===== config.mk =====
export PLATFORM = sky130hd
export DESIGN_NAME = sec_encoder_location_52bits_clk
export DESIGN_NICKNAME = d
export VERILOG_FILES = /design/src/rtl/sec_location_pkg.sv /design/src/rtl/sec_column_rom.sv /design/src/rtl/sec_encoder_location_52bits_clk.sv
export SDC_FILE = /design/constraint.sdc
export NUM_CORES = 1
export LEC_CHECK = 0
export ABC_AREA = 1
export CORE_ASPECT_RATIO = 1.25
export CORE_UTILIZATION = 45
export CTS_CLUSTER_SIZE = 12
export DETAILED_ROUTE_END_ITERATION = 10
export PLACE_DENSITY_LB_ADDON = 0.15
export SYNTH_ARGS = -nofsm -noshare
export SYNTH_HDL_FRONTEND = slang
export SYNTH_SLANG_ARGS = --single-unit

===== constraint.sdc =====
create_clock -name clk -period 7.81 [get_ports clk]
set_input_delay 0.781 -clock clk [delete_from_list [all_inputs] [get_ports clk]]
set_output_delay 0.781 -clock clk [all_outputs]
set_load 0.01 [all_outputs]

===== src/rtl/sec_location_pkg.sv =====
// Shared definitions for the 52-bit location-code SEC encoder/decoder pair.
// Both sides derive their parity-check columns from sec_col() so the tables never diverge.
package sec_location_pkg;

  localparam int D_BITS   = 52;
  localparam int W_BITS   = 61;
  localparam int P_BITS   = W_BITS - D_BITS;
  localparam int CHUNK    = 4;
  localparam int N_CHUNKS = D_BITS / CHUNK;
  localparam int CNT_W    = $clog2(N_CHUNKS);

  typedef enum logic [1:0] {
    IDLE = 2'd0,
    CALC = 2'd1,
    DONE = 2'd2
  } state_e;

  // Column for data bit i: the i-th integer >= 3 that is not a power of two.
  // Powers of two are left for the check bits themselves.
  function automatic logic [P_BITS-1:0] sec_col(input int i);
    int n;
    logic [P_BITS-1:0] r;
    n = 0;
    r = '0;
    for (int v = 3; v < (1 << P_BITS); v++) begin
      if ((v & (v - 1)) != 0) begin
        if (n == i) r = P_BITS'(v);
        n++;
      end
    end
    return r;
  endfunction

endpackage


===== src/rtl/sec_column_rom.sv =====
// Column lookup: for chunk index idx_i, returns the CHUNK parity columns of the data bits
// idx_i*CHUNK .. idx_i*CHUNK+CHUNK-1. Out-of-range indices return zero columns.
module sec_column_rom
  import sec_location_pkg::*;
(
  input  logic [CNT_W-1:0]              idx_i,
  output logic [CHUNK-1:0][P_BITS-1:0]  cols_o
);

  logic [CHUNK-1:0][P_BITS-1:0] col_tbl [N_CHUNKS];

  for (genvar c = 0; c < N_CHUNKS; c++) begin : g_chunk
    for (genvar k = 0; k < CHUNK; k++) begin : g_bit
      assign col_tbl[c][k] = sec_col(c * CHUNK + k);
    end
  end

  always_comb begin
    cols_o = '0;
    for (int c = 0; c < N_CHUNKS; c++) begin
      if (idx_i == CNT_W'(c)) cols_o = col_tbl[c];
    end
  end

endmodule


===== src/rtl/sec_encoder_location_52bits_clk.sv =====
// Multi-cycle SEC encoder: folds CHUNK data bits per cycle into a 9-bit check accumulator,
// then presents {data, check} as a 61-bit codeword behind a valid/ready handshake.
module sec_encoder_location_52bits_clk
  import sec_location_pkg::*;
(
  input  logic              clk,
  input  logic              rst,
  input  logic              in_valid,
  output logic              in_ready,
  input  logic [D_BITS-1:0] D,
  output logic              out_valid,
  input  logic              out_ready,
  output logic [W_BITS-1:0] W
);

  state_e                          state_q, state_d;
  logic [N_CHUNKS-1:0][CHUNK-1:0]  data_q, data_d;
  logic [P_BITS-1:0]               acc_q, acc_d;
  logic [CNT_W-1:0]                cnt_q, cnt_d;
  logic [W_BITS-1:0]               w_q, w_d;

  logic [CHUNK-1:0][P_BITS-1:0]    cols;
  logic [CHUNK-1:0]                chunk_bits;
  logic [P_BITS-1:0]               acc_next;

  sec_column_rom u_rom (
    .idx_i  (cnt_q),
    .cols_o (cols)
  );

  always_comb begin
    chunk_bits = data_q[cnt_q];
    acc_next   = acc_q;
    for (int k = 0; k < CHUNK; k++) begin
      if (chunk_bits[k]) acc_next = acc_next ^ cols[k];
    end
  end

  always_comb begin
    state_d   = state_q;
    data_d    = data_q;
    acc_d     = acc_q;
    cnt_d     = cnt_q;
    w_d       = w_q;
    in_ready  = 1'b0;
    out_valid = 1'b0;
    unique case (state_q)
      IDLE: begin
        in_ready = 1'b1;
        if (in_valid) begin
          data_d  = D;
          acc_d   = '0;
          cnt_d   = '0;
          state_d = CALC;
        end
      end
      CALC: begin
        acc_d = acc_next;
        cnt_d = cnt_q + 1'b1;
        // Last chunk: the codeword takes this cycle's accumulator result directly.
        if (cnt_q == CNT_W'(N_CHUNKS - 1)) begin
          w_d     = {data_q, acc_next};
          state_d = DONE;
        end
      end
      DONE: begin
        out_valid = 1'b1;
        if (out_ready) state_d = IDLE;
      end
      default: state_d = IDLE;
    endcase
  end

  always_ff @(posedge clk or posedge rst) begin
    if (rst) begin
      state_q <= IDLE;
      data_q  <= '0;
      acc_q   <= '0;
      cnt_q   <= '0;
      w_q     <= '0;
    end else begin
      state_q <= state_d;
      data_q  <= data_d;
      acc_q   <= acc_d;
      cnt_q   <= cnt_d;
      w_q     <= w_d;
    end
  end

  assign W = w_q;

endmodule


* After elaboration in Yosys (flattened, before gate mapping)
Cells that the tools add are included.
Storage, ports and cells: output and inout port bits 63, memory bits (writable) 0, memories 0, input bits 56, register bits after elaboration 128, word-level logic and storage cells 76, bits in read-only memories 0, bits in latches 0
Cells by class: magnitude comparators 1, shift-type cells 0, $mul 0, $add $sub $neg 1, equal/unequal tests 17, bitwise logic cells 4, reductions and logical operators 7, multiplexer cells 29, divide/modulo/power cells 0
Operator list (count):
- 33-bit two-way mux | 7
- 32-bit two-way mux | 4
- 9-bit two-way mux | 5
- 9-bit bitwise XOR | 4
- 31-bit two-way mux | 1
- 30-bit two-way mux | 1
- 4-bit equality test, second input constant | 5
- 9-bit case mux with 2 select lines | 1
- 4-bit binary-select mux with 4-bit select | 1
- 4-bit by 3-bit equality test with 1-bit output, second input constant | 4
- 4-bit by 2-bit equality test with 1-bit output, second input constant | 2
- 4-bit two-way mux | 2
- 4-bit case mux with 2 select lines | 1
- 2-bit two-way mux | 3
- 2-bit != test, second input constant | 3
- 2-bit case mux with 3 select lines | 1
- 2-bit AND reduction | 3
- 4-bit by 5-bit less-than comparator with 1-bit output, second input constant | 1
- 4-bit by 1-bit adder with 4-bit output, second input constant | 1
- 4-bit by 1-bit equality test with 1-bit output, second input constant | 1
- 4-bit zero test | 1
- 3-bit AND reduction | 1
- 2-bit by 1-bit equality test with 1-bit output, second input constant | 1
- 2-bit equality test, second input constant | 1
- 3 further kinds | 4

* Depth between registers and ports, before layout
Gate-level depths: netlist of run 1.
depth in word-level cells 23, gate-level depth with buffers 22, mapped depth without buffers 20

* Hierarchy
A second synthesis of run 1 with hierarchy kept.
Second synthesis, totals: cell total of the unflattened synthesis 884, area total of the unflattened synthesis 6765.2 um^2
By module, submodules not included:
- sec_encoder_location_52bits_clk | times used 1, cells each 793, area an instance 6342.3 um^2, sequential area each 3203.1 um^2
- sec_column_rom | times used 1, cells each 91, area an instance 422.9 um^2, sequential area each 0.0 um^2

* Worst setup path after synthesis of run 1
Ideal clock, no wire load.
path kind register to register, from register cnt_q[1], to register acc_q[5], required time 7692 ps, library setup time 118 ps, data arrival time 2188 ps, period minus slack after synthesis 2306 ps, setup slack 5504 ps, cell stages (with the launch flop) 20, buffers on the path 2, cell sequence dfrtp_1 > buf_4 > inv_2 > buf_2 > ha_1 > inv_1 > nor2_1 > nor2_4 > nand2_1 > nor2_4 > inv_2 > nand2_1 > xor2_1 > inv_1 > nand2_1 > nand2_1 > o21ai_1 > nand2_1 > nand2_1 > nand2_1
Between the ends: cells in the longest elaborated chain, start to end 22, elaborated cells on any way between the ends 35, classes of those cells eq/ne (12); mux (19); bitwise (4)
RTL lines:
- start, declared | RTL line sec_encoder_location_52bits_clk.sv:19 | logic [CNT_W-1:0] cnt_q, cnt_d;
- start signal, assigned | RTL line sec_encoder_location_52bits_clk.sv:85 | cnt_q <= cnt_d;
- 4-bit by 1-bit equality test with 1-bit output | RTL line sec_column_rom.sv:21 | if (idx_i == CNT_W'(c)) cols_o = col_tbl[c];
- 31-bit two-way mux | RTL line sec_column_rom.sv:21
- 32-bit two-way mux (4 in a row) | RTL line sec_column_rom.sv:21
- 33-bit two-way mux (7 in a row) | RTL line sec_column_rom.sv:21
- 9-bit bitwise XOR | RTL line sec_encoder_location_52bits_clk.sv:35 | if (chunk_bits[k]) acc_next = acc_next ^ cols[k];
- 9-bit two-way mux | RTL line sec_encoder_location_52bits_clk.sv:35
- 9-bit bitwise XOR | RTL line sec_encoder_location_52bits_clk.sv:35
- 9-bit two-way mux | RTL line sec_encoder_location_52bits_clk.sv:35
- 9-bit bitwise XOR | RTL line sec_encoder_location_52bits_clk.sv:35
- 9-bit two-way mux | RTL line sec_encoder_location_52bits_clk.sv:35
- 9-bit bitwise XOR | RTL line sec_encoder_location_52bits_clk.sv:35
- 9-bit two-way mux * | RTL line sec_encoder_location_52bits_clk.sv:35
- 9-bit case mux with 2 select lines * | RTL line sec_encoder_location_52bits_clk.sv:47 | unique case (state_q)
- end signal, assigned | RTL line sec_encoder_location_52bits_clk.sv:78 | acc_q <= '0;
- end signal, assigned | RTL line sec_encoder_location_52bits_clk.sv:84 | acc_q <= acc_d;
- end, declared | RTL line sec_encoder_location_52bits_clk.sv:18 | logic [P_BITS-1:0] acc_q, acc_d;
Mark *: on every way between the ends. The rest lies on a longest branch, timed or not. The select of a mux whose other input is x is not followed. A chain may end at the register's enable or synchronous reset.

* Worst setup path in the final report of run 1
from register cnt_q[0], to register w_q[36] (netlist: W[36])
Between the ends: cells in the longest elaborated chain, start to end 2
RTL lines:
- 4-bit equality test | RTL line sec_encoder_location_52bits_clk.sv:61 | if (cnt_q == CNT_W'(N_CHUNKS - 1)) begin
- 2-bit AND reduction (no source line)
- end signal, assigned | RTL line sec_encoder_location_52bits_clk.sv:86 | w_q <= w_d;
- end, declared | RTL line sec_encoder_location_52bits_clk.sv:20 | logic [W_BITS-1:0] w_q, w_d;
Every way passes these cells.

==> results of run 1 <==
-- worst min-delay path, stage by stage (launching register included) --
cell and delay, ps:
dfrtp_1 340, nand2_1 50, nand2_1 50
-- layout by cell type, fill, tap and decap left out, drive strengths merged --
master	instances
a21oi	22
a31oi	1
buf	4
bufinv	3
clkbuf	18
clkdlybuf4s50	115
clkinv	5
clkinvlp	3
conb	3
dfrtp	122
ha	4
inv	88
nand2	276
nand2b	2
nand3	27
nand3b	1
nand4	3
nor2	40
nor3	4
o211ai	1
o21ai	135
o221ai	1
o31ai	2
xnor2	1
xor2	11
-- where the power goes --
| part | internal (mW) | total (mW) | switching, mW | leakage (nW) |
|---|---|---|---|---|
| logic | 0.715 | 1.91 | 1.20 | 1.99 |
| clock network | 0.510 | 0.808 | 0.297 | 0.289 |
| registers | 0.908 | 1.08 | 0.176 | 1.54 |
| total | 2.13 | 3.80 | 1.67 | 3.82 |
-- state kept, by name (all words and copies together), names as in the netlist --
register / flops
cnt_q: 4
state_q: 2
data_q: 52
acc_q: 6
W: 58
-- worst paths after layout --
path / startpoint / endpoint / slack, ps / cells after the start
max reg2reg: cnt_q[0] / W[36] / 4670 / 11
min: W[5] / W[5] / 480 / 2
min reg2reg: W[5] / W[5] / 480 / 2
min in group asynchronous: rst / data_q[31] / 840 / 2
max: cnt_q[0] / W[36] / 4670 / 11
max in group asynchronous: rst / data_q[49] / 5650 / 3
-- final cells by class --
| type | count | area, um2 | area share |
|---|---|---|---|
| clock inverter | 13 | 166 | 0.0212 |
| inverter | 86 | 325 | 0.0414 |
| sequential | 122 | 3050 | 0.388 |
| tap | 171 | 214 | 0.0272 |
| timing repair buffer | 119 | 1180 | 0.150 |
| clock buffer | 18 | 439 | 0.0559 |
| multi-input combinational | 534 | 2480 | 0.316 |
-- kinds of logic (layout without fill, tap and decap cells) --
group / after synthesis / count (layout) / synth area share
AO/OA/AOI/OAI: 162 / 162 / 0.138
other: 1 / 3 / 0.000619
flip-flops: 122 / 122 / 0.504
buffers and inverters: 123 / 236 / 0.0870
AND/OR/NAND/NOR: 353 / 353 / 0.245
XOR/XNOR: 12 / 12 / 0.0174
adder cells (fa/ha/maj): 4 / 4 / 0.00827
-- metal layers --
metal | GRT usage | share of wire
met1 | 0.303 | 0.42
met2 | 0.420 | 0.51
met3 | 0.0511 | 0.038
met4 | 0.130 | 0.037
met5 | 0 | 0
-- cells in the mapped netlist, types with 2 or more instances --
cell type | count | area [um2]
o31ai_1 | 2 | 15.0
clkbuf_1 | 20 | 75.1
nand2_4 | 2 | 22.5
dfrtp_1 | 122 | 3050
nor2_4 | 5 | 56.3
inv_1 | 77 | 289
ha_1 | 4 | 50.1
nor2_2 | 7 | 43.8
o21ai_2 | 2 | 17.5
buf_4 | 6 | 45.0
nand4_1 | 3 | 18.8
nand2_2 | 2 | 12.5
nand2_1 | 272 | 1020
buf_1 | 2 | 7.51
buf_2 | 4 | 20.0
nor2_1 | 27 | 101
o21ai_0 | 115 | 576
buf_6 | 5 | 56.3
xor2_1 | 11 | 96.3
nand2b_1 | 2 | 12.5
nand3_1 | 26 | 130
inv_2 | 8 | 30.0
nor3_1 | 3 | 15.0
o21ai_1 | 18 | 90.1
a21oi_1 | 21 | 105
==> reports/metrics.cfg, run 1 <==
[status]
status=finished, final reports clean

[critical_path]
cp_cell_sequence=buf_4, inv_2, ha_1, inv_1, nor2_1, inv_2, nor2_4, inv_2, buf_4, nand2_1, o21ai_0
end_kind=flip-flop
worstSetupPathType=reg -> reg
crit_top_cell=inv_2
critPathMaxStageDelay_ps=580
crit_fanout=64
setup.worst_path.start_class=flip-flop
required_ps=8130
cp.arrival_ps=3470
path_buf_inv=6
slowest_stage=buf_4
crit_family=buffers and inverters

[final_layout]
nNetsFinal=940
n_fill_cell=1225
final_core_util=0.597
stdcell_count=1063
area_delta_synth_final_pct=29.8
antenna_cells=0
layout-drive-gt1-share=0.0762
final_area_um2=7860

[detailed_routing]
drtIter0Drc=386
wire_per_inst_um=15.5
drt_first_pass_iters=5
vias_per_cell=5.09
drc=0
antenna_left=0
via_count=5409
finalWirelength_um=16500

[floorplanning]
rows=47
dieArea_um2=13900
start_util=0.460
die_y_um=132
core_um2=13200
ios=119
die_w_um=106

[min_path]
worstHoldPathType=reg -> reg

[global_routing]
grt_start_max_net_pins=98
grt.overflow.total=0
grt_use_total=0.251
grt_pass1_vias=5305
antenna_found_initial=0
grt_first_pass_wirelength_um=27000

[clock_network]
tritoncts=done
clk_pin_slew_ps=60
cts_resized=0
postCtsSetupBuffers=0
clockRootBuffer=clkbuf_16
htreeDepth=4
clkSinkCount=122
cts-buffers-inserted=17
cts_hold_buffers=0
clockBufferDepth=2
insertion_delay_ps=420

[placed_design]
dp_slack_ps=4710
place_inst=1032
gp_congestion=0.900
placed_area_um2=7260
portBuffers=115
dp_hpwl_um=12000

[synthesis]
synth_top_flop_cell=dfrtp_1
syn_inst=777
avgSynthCellArea_um2=7.79
ys.warnings.count=0
syn-cell-area_um2=6050
ys_ff_latch=122
yosysSeqAreaShare=0.504
async_flop_share=1.00
synth_cell_types=36
synth-edff-count=0

[power]
p_per_area_nw_per_um2=484
vdd_drop_max_v=0.000203
power_leakage_nw=3.82
power_mw=3.80

[sta]
fin_ws_ps=4670
finalCriticalPeriod_ps=3140
setup_viol=0
max_freq_ghz=0.318
post-route-period-util=0.402
fin_tns_setup_ps=0
rsz0062_at_grt=false
worst_slew_pin_slew_ps=845
clock_skew_ps=6.50
max-slew-margin-rel=0.437
hold_slack_ps=477
slew_violations=0
finalHoldViolCount=0

[flow_run]
drv_cap=0

(Power assumes the default switching activity.)
==> inputs of run 2 (changes only) <==
Clock period 7.81 ns to 3.15 ns, I/O delays scaled along.
==> run 2 against run 1 <==
Net effect:
- power is 150% higher
- final cell count is 0.56% higher
- clock power increased by 150%
- critical path depth rose by 3
- first-iteration DRC count down 13%
- register-to-register slack worse by 4200 ps
- critical endpoint is now acc_q[1]
- largest cell class unchanged
==> reports/metrics.cfg, run 2 (synthesis gave the netlist of run 1 again) <==
[status]
status=finished, final reports clean

[floorplanning]
dieArea_um2=13900
rows=47
die_w_um=106
die_y_um=132
ios=119
core_um2=13200
start_util=0.460

[critical_path]
required_ps=3500
crit_fanout=22
critPathMaxStageDelay_ps=380
cp_cell_sequence=inv_2, ha_1, inv_1, nor3_1, nand2_1, nor2_1, nor2_1, nand2_1, nand3_1, nand2_1, xor2_1, xor2_1, nand2_1, nand2_1
setup.worst_path.start_class=flip-flop
cp.arrival_ps=3000
worstSetupPathType=reg -> reg
path_buf_inv=2
slowest_stage=dfrtp_1
crit_top_cell=nand2_1
crit_family=simple AND/OR/NAND/NOR gates
end_kind=flip-flop

[detailed_routing]
vias_per_cell=5.00
drtIter0Drc=336
drt_first_pass_iters=5
antenna_left=0
via_count=5347
drc=0
wire_per_inst_um=15.0
finalWirelength_um=16000

[sta]
rsz0062_at_grt=false
post-route-period-util=0.843
slew_violations=0
finalHoldViolCount=0
setup_viol=0
fin_tns_setup_ps=0
max_freq_ghz=0.377
worst_slew_pin_slew_ps=646
max-slew-margin-rel=0.569
hold_slack_ps=431
finalCriticalPeriod_ps=2660
clock_skew_ps=15.6
fin_ws_ps=495

[global_routing]
grt_use_total=0.243
grt_pass1_vias=5398
grt_first_pass_wirelength_um=26300
grt_start_max_net_pins=123
grt.overflow.total=0
antenna_found_initial=0

[placed_design]
placed_area_um2=7320
dp_slack_ps=517
place_inst=1037
portBuffers=115
gp_congestion=0.956
dp_hpwl_um=11700

[final_layout]
final_core_util=0.602
final_cell_mix=272 x nand2_1, 122 x dfrtp_1, 115 x o21ai_0, 115 x clkdlybuf4s50_1, 74 x inv_1
nNetsFinal=945
antenna_cells=0
stdcell_count=1069
largest_register_ffs=58
area_delta_synth_final_pct=30.9
layout_commonest_cell=nand2_1
final_area_um2=7930
layout-drive-gt1-share=0.0791

[clock_network]
tritoncts=done
cts-buffers-inserted=17
cts_resized=0
insertion_delay_ps=420
clockRootBuffer=clkbuf_16
clockBufferDepth=2
htreeDepth=4
clk_pin_slew_ps=60
clkSinkCount=122
cts_hold_buffers=0
postCtsSetupBuffers=0

[power]
p_per_area_nw_per_um2=1190
power_leakage_nw=3.85
power_mw=9.40
vdd_drop_max_v=0.000509

[min_path]
worstHoldPathType=in -> async

[flow_run]
drv_cap=0

run 2: cell types whose count changed in the layout (fill, tap and decap cells not counted):
cell	before	now
clkbuf_8	1	2
buf_12	0	2
inv_6	3	1
clkbuf_1	0	3
inv_4	1	0
buf_4	4	7
run 2: layout make-up:
type | instances | area (um2)
Clock buffer | 22 | 464
Clock inverter | 10 | 141
Fill cell | 1213 | 5250
Inverter | 86 | 327
Multi-Input combinational cell | 534 | 2480
Sequential cell | 122 | 3050
Tap cell | 171 | 214
Timing Repair Buffer | 124 | 1240
run 2: worst reg2reg max path, stage by stage, from the launching register on:
cell and delay [ps]:
dfrtp_1 380, inv_2 280, ha_1 280, inv_1 90, nor3_1 310, nand2_1 150
nor2_1 160, nor2_1 90, nand2_1 90, nand3_1 80, nand2_1 110, xor2_1 180
xor2_1 240, nand2_1 70, nand2_1 70
run 2: where the power goes:
| group | internal (mW) | leakage, nW | switching, mW |
|---|---|---|---|
| sequential | 2.25 | 1.54 | 0.388 |
| combinational | 1.81 | 2.02 | 2.96 |
| clock | 1.29 | 0.291 | 0.708 |
run 2: path summary, 6_finish.rpt:
check / from / endpoint / slack [ps] / depth (start not counted)
min in group clk: D[47] / data_q[47] / 440 / 3
hold reg to reg: W[53] / W[53] / 470 / 2
max in group asynchronous: rst / W[59] / 2230 / 3
hold / removal: rst / W[27] / 430 / 3
setup reg to reg: cnt_q[1] / acc_q[1] / 490 / 14
setup / recovery: cnt_q[1] / acc_q[1] / 490 / 14
run 2: per-layer routing:
layer	wire length [um]	global-route usage	vias to the layer above
li1	-	-	2660
met1	6660	0.286	2516
met2	8210	0.421	140
met3	704	0.0526	31
met4	438	0.109	0
met5	0	0	-
==> inputs of run 3 (changes only) <==
Clock period 3.15 ns to 2.39 ns, I/O delays scaled along.
==> run 3 against run 2 <==
Net effect:
- worst hold slack worse by 95 ps
- fmax rose by 17%
- cell area is 4.0% higher
- critical path type unchanged
- core utilization is 2.4 points higher
- count of clock-buffer cells in the layout shrank 4
- sequential power increased by 33%
==> reports/metrics.cfg, run 3 (synthesis gave the netlist of run 1 again) <==
[status]
status=finished, final reports clean

[detailed_routing]
drtIter0Drc=302
via_count=5425
wire_per_inst_um=15.6
drt_first_pass_iters=5
finalWirelength_um=16900
drc=0
antenna_left=0
vias_per_cell=4.98

[clock_network]
cts-buffers-inserted=17
clockBufferDepth=2
tritoncts=done
insertion_delay_ps=420
clkSinkCount=122
clk_pin_slew_ps=60
htreeDepth=4
clockRootBuffer=clkbuf_16

[power]
p_int_mw=7.53
clkPwrFrac=0.209
p_per_area_nw_per_um2=1590
seqPwrFrac=0.267
power_mw=13.1
vdd_drop_max_v=0.000666
switching_share=0.427
power_leakage_nw=3.98
comb_power_share=0.524
p_sw_mw=5.61

[placed_design]
placed_area_um2=7450
portBuffers=115
gp_congestion=0.929
place_inst=1051
dp_hpwl_um=12000

[final_layout]
final_area_um2=8240
multi_input_area_um2=2570
layout_commonest_cell=nand2_1
largest_register_ffs=58
area_delta_synth_final_pct=36.1
stdcell_count=1089
final_cell_mix=268 x nand2_1, 120 x dfrtp_1, 115 x clkdlybuf4s50_1
antenna_cells=0
layout-drive-gt1-share=0.130
nNetsFinal=966
seq_area_um2=3060
n_fill_cell=1215

[critical_path]
required_ps=2740
cp.arrival_ps=2610
crit_fanout=4
end_kind=flip-flop
critPathMaxStageDelay_ps=420
crit_path_start=cnt_q[0]
cp_cell_sequence=inv_2, ha_1, buf_4, o21ai_2, nand3_2, nor2_1, nand2_1, nand2_1, nand2_1, nand2_1, xor2_1, xor2_1, nand2_1, nand2_1
setup.worst_path.start_class=flip-flop
worstSetupPathType=reg -> reg
slowest_stage=dfrtp_2
r2r_start=cnt_q[0]
crit_top_cell=nand2_1

[sta]
hold_slack_ps=336
setup_viol=0
finalHoldViolCount=0
post-route-period-util=0.946
worst_slew_pin_slew_ps=669
clock_skew_ps=7.65
rsz0062_at_grt=true
finalCriticalPeriod_ps=2260
max_freq_ghz=0.442
max-slew-margin-rel=0.554
fin_tns_setup_ps=0
slew_violations=0

[global_routing]
grt_use_total=0.256
grt_pass1_vias=5493
grt_start_max_net_pins=123
grt.overflow.total=0
antenna_found_initial=0
grt_first_pass_wirelength_um=27200

[floorplanning]
die_w_um=106
core_um2=13200
dieArea_um2=13900
rows=47
die_y_um=132
ios=119
start_util=0.460

[flow_run]
drv_cap=0

[min_path]
worstHoldPathType=in -> async

[run 3: cell types whose count changed in the layout (fill, tap and decap cells not counted), moves of 4 or more]
cell | before | now
nor2_1 | 27 | 22
nand2_2 | 2 | 6
nand2_1 | 272 | 268
o21ai_0 | 115 | 111
o21ai_1 | 18 | 22
inv_2 | 10 | 15
buf_4 | 7 | 24
inv_1 | 74 | 69
nor2_4 | 5 | 9
[run 3: layer usage]
layer / global-route usage / wire [um] / vias to the layer above
met5: 0 / 0 / -
li1: - / - / 2704
met1: 0.298 / 6960 / 2537
met4: 0.103 / 446 / 0
met2: 0.450 / 8770 / 146
met3: 0.0600 / 760 / 38
[run 3: critical path, delay by kind of cell (launching register included)]
family	cells	cell delay, ps
flops	1	420
xor+xnor	2	370
buf+inv	2	220
compound gates	1	200
fa+ha+maj	1	220
simple gates	8	770
[run 3: power groups by stage]
| stage | registers (mW) | clock network (mW) | logic, mW |
|---|---|---|---|
| 2_1_floorplan | 3.53 | 0 | 4.22 |
| 3_3_place_gp | 3.49 | 0 | 6.42 |
| 3_5_place_dp | 3.50 | 0 | 6.54 |
| 4_1_cts | 3.49 | 2.79 | 6.60 |
| 5_1_grt | 3.61 | 2.88 | 7.70 |
| 6_report | 3.51 | 2.75 | 6.89 |
[run 3: what timing repair did]
item | in CTS | in global routing
gates resized for setup | 0 | 38
endpoints found under the hold margin | 0 | 0
endpoints found under the setup margin | 0 | 12
buffers inserted | 0 | 7
hold buffers | 0 | 0
[run 3: path summary, 6_finish.rpt]
check,end,slack (ps),depth (start not counted)
max,acc_q[1],130,14
min,W[31],340,3
max reg2reg,acc_q[1],130,14
min reg2reg,W[44],470,2
max in group asynchronous,cnt_q[2],1500,3
min in group clk,data_q[31],350,3
[run 3: metrics by stage]
step,worst slack [ps],util
CTS,24.5,0.614
detailed placement,48.6,0.566
finish,129,0.626
floorplan,83.8,-
global route,-14.7,0.626
global placement,122,0.566
[run 3: final cells by class]
class,count,area share
inverters,86,0.0396
repair buffers,145,0.175
flip-flops and latches,122,0.371
clock buffers,18,0.0533
multi-input cells,534,0.312
well taps,171,0.0260
clock inverters,13,0.0234
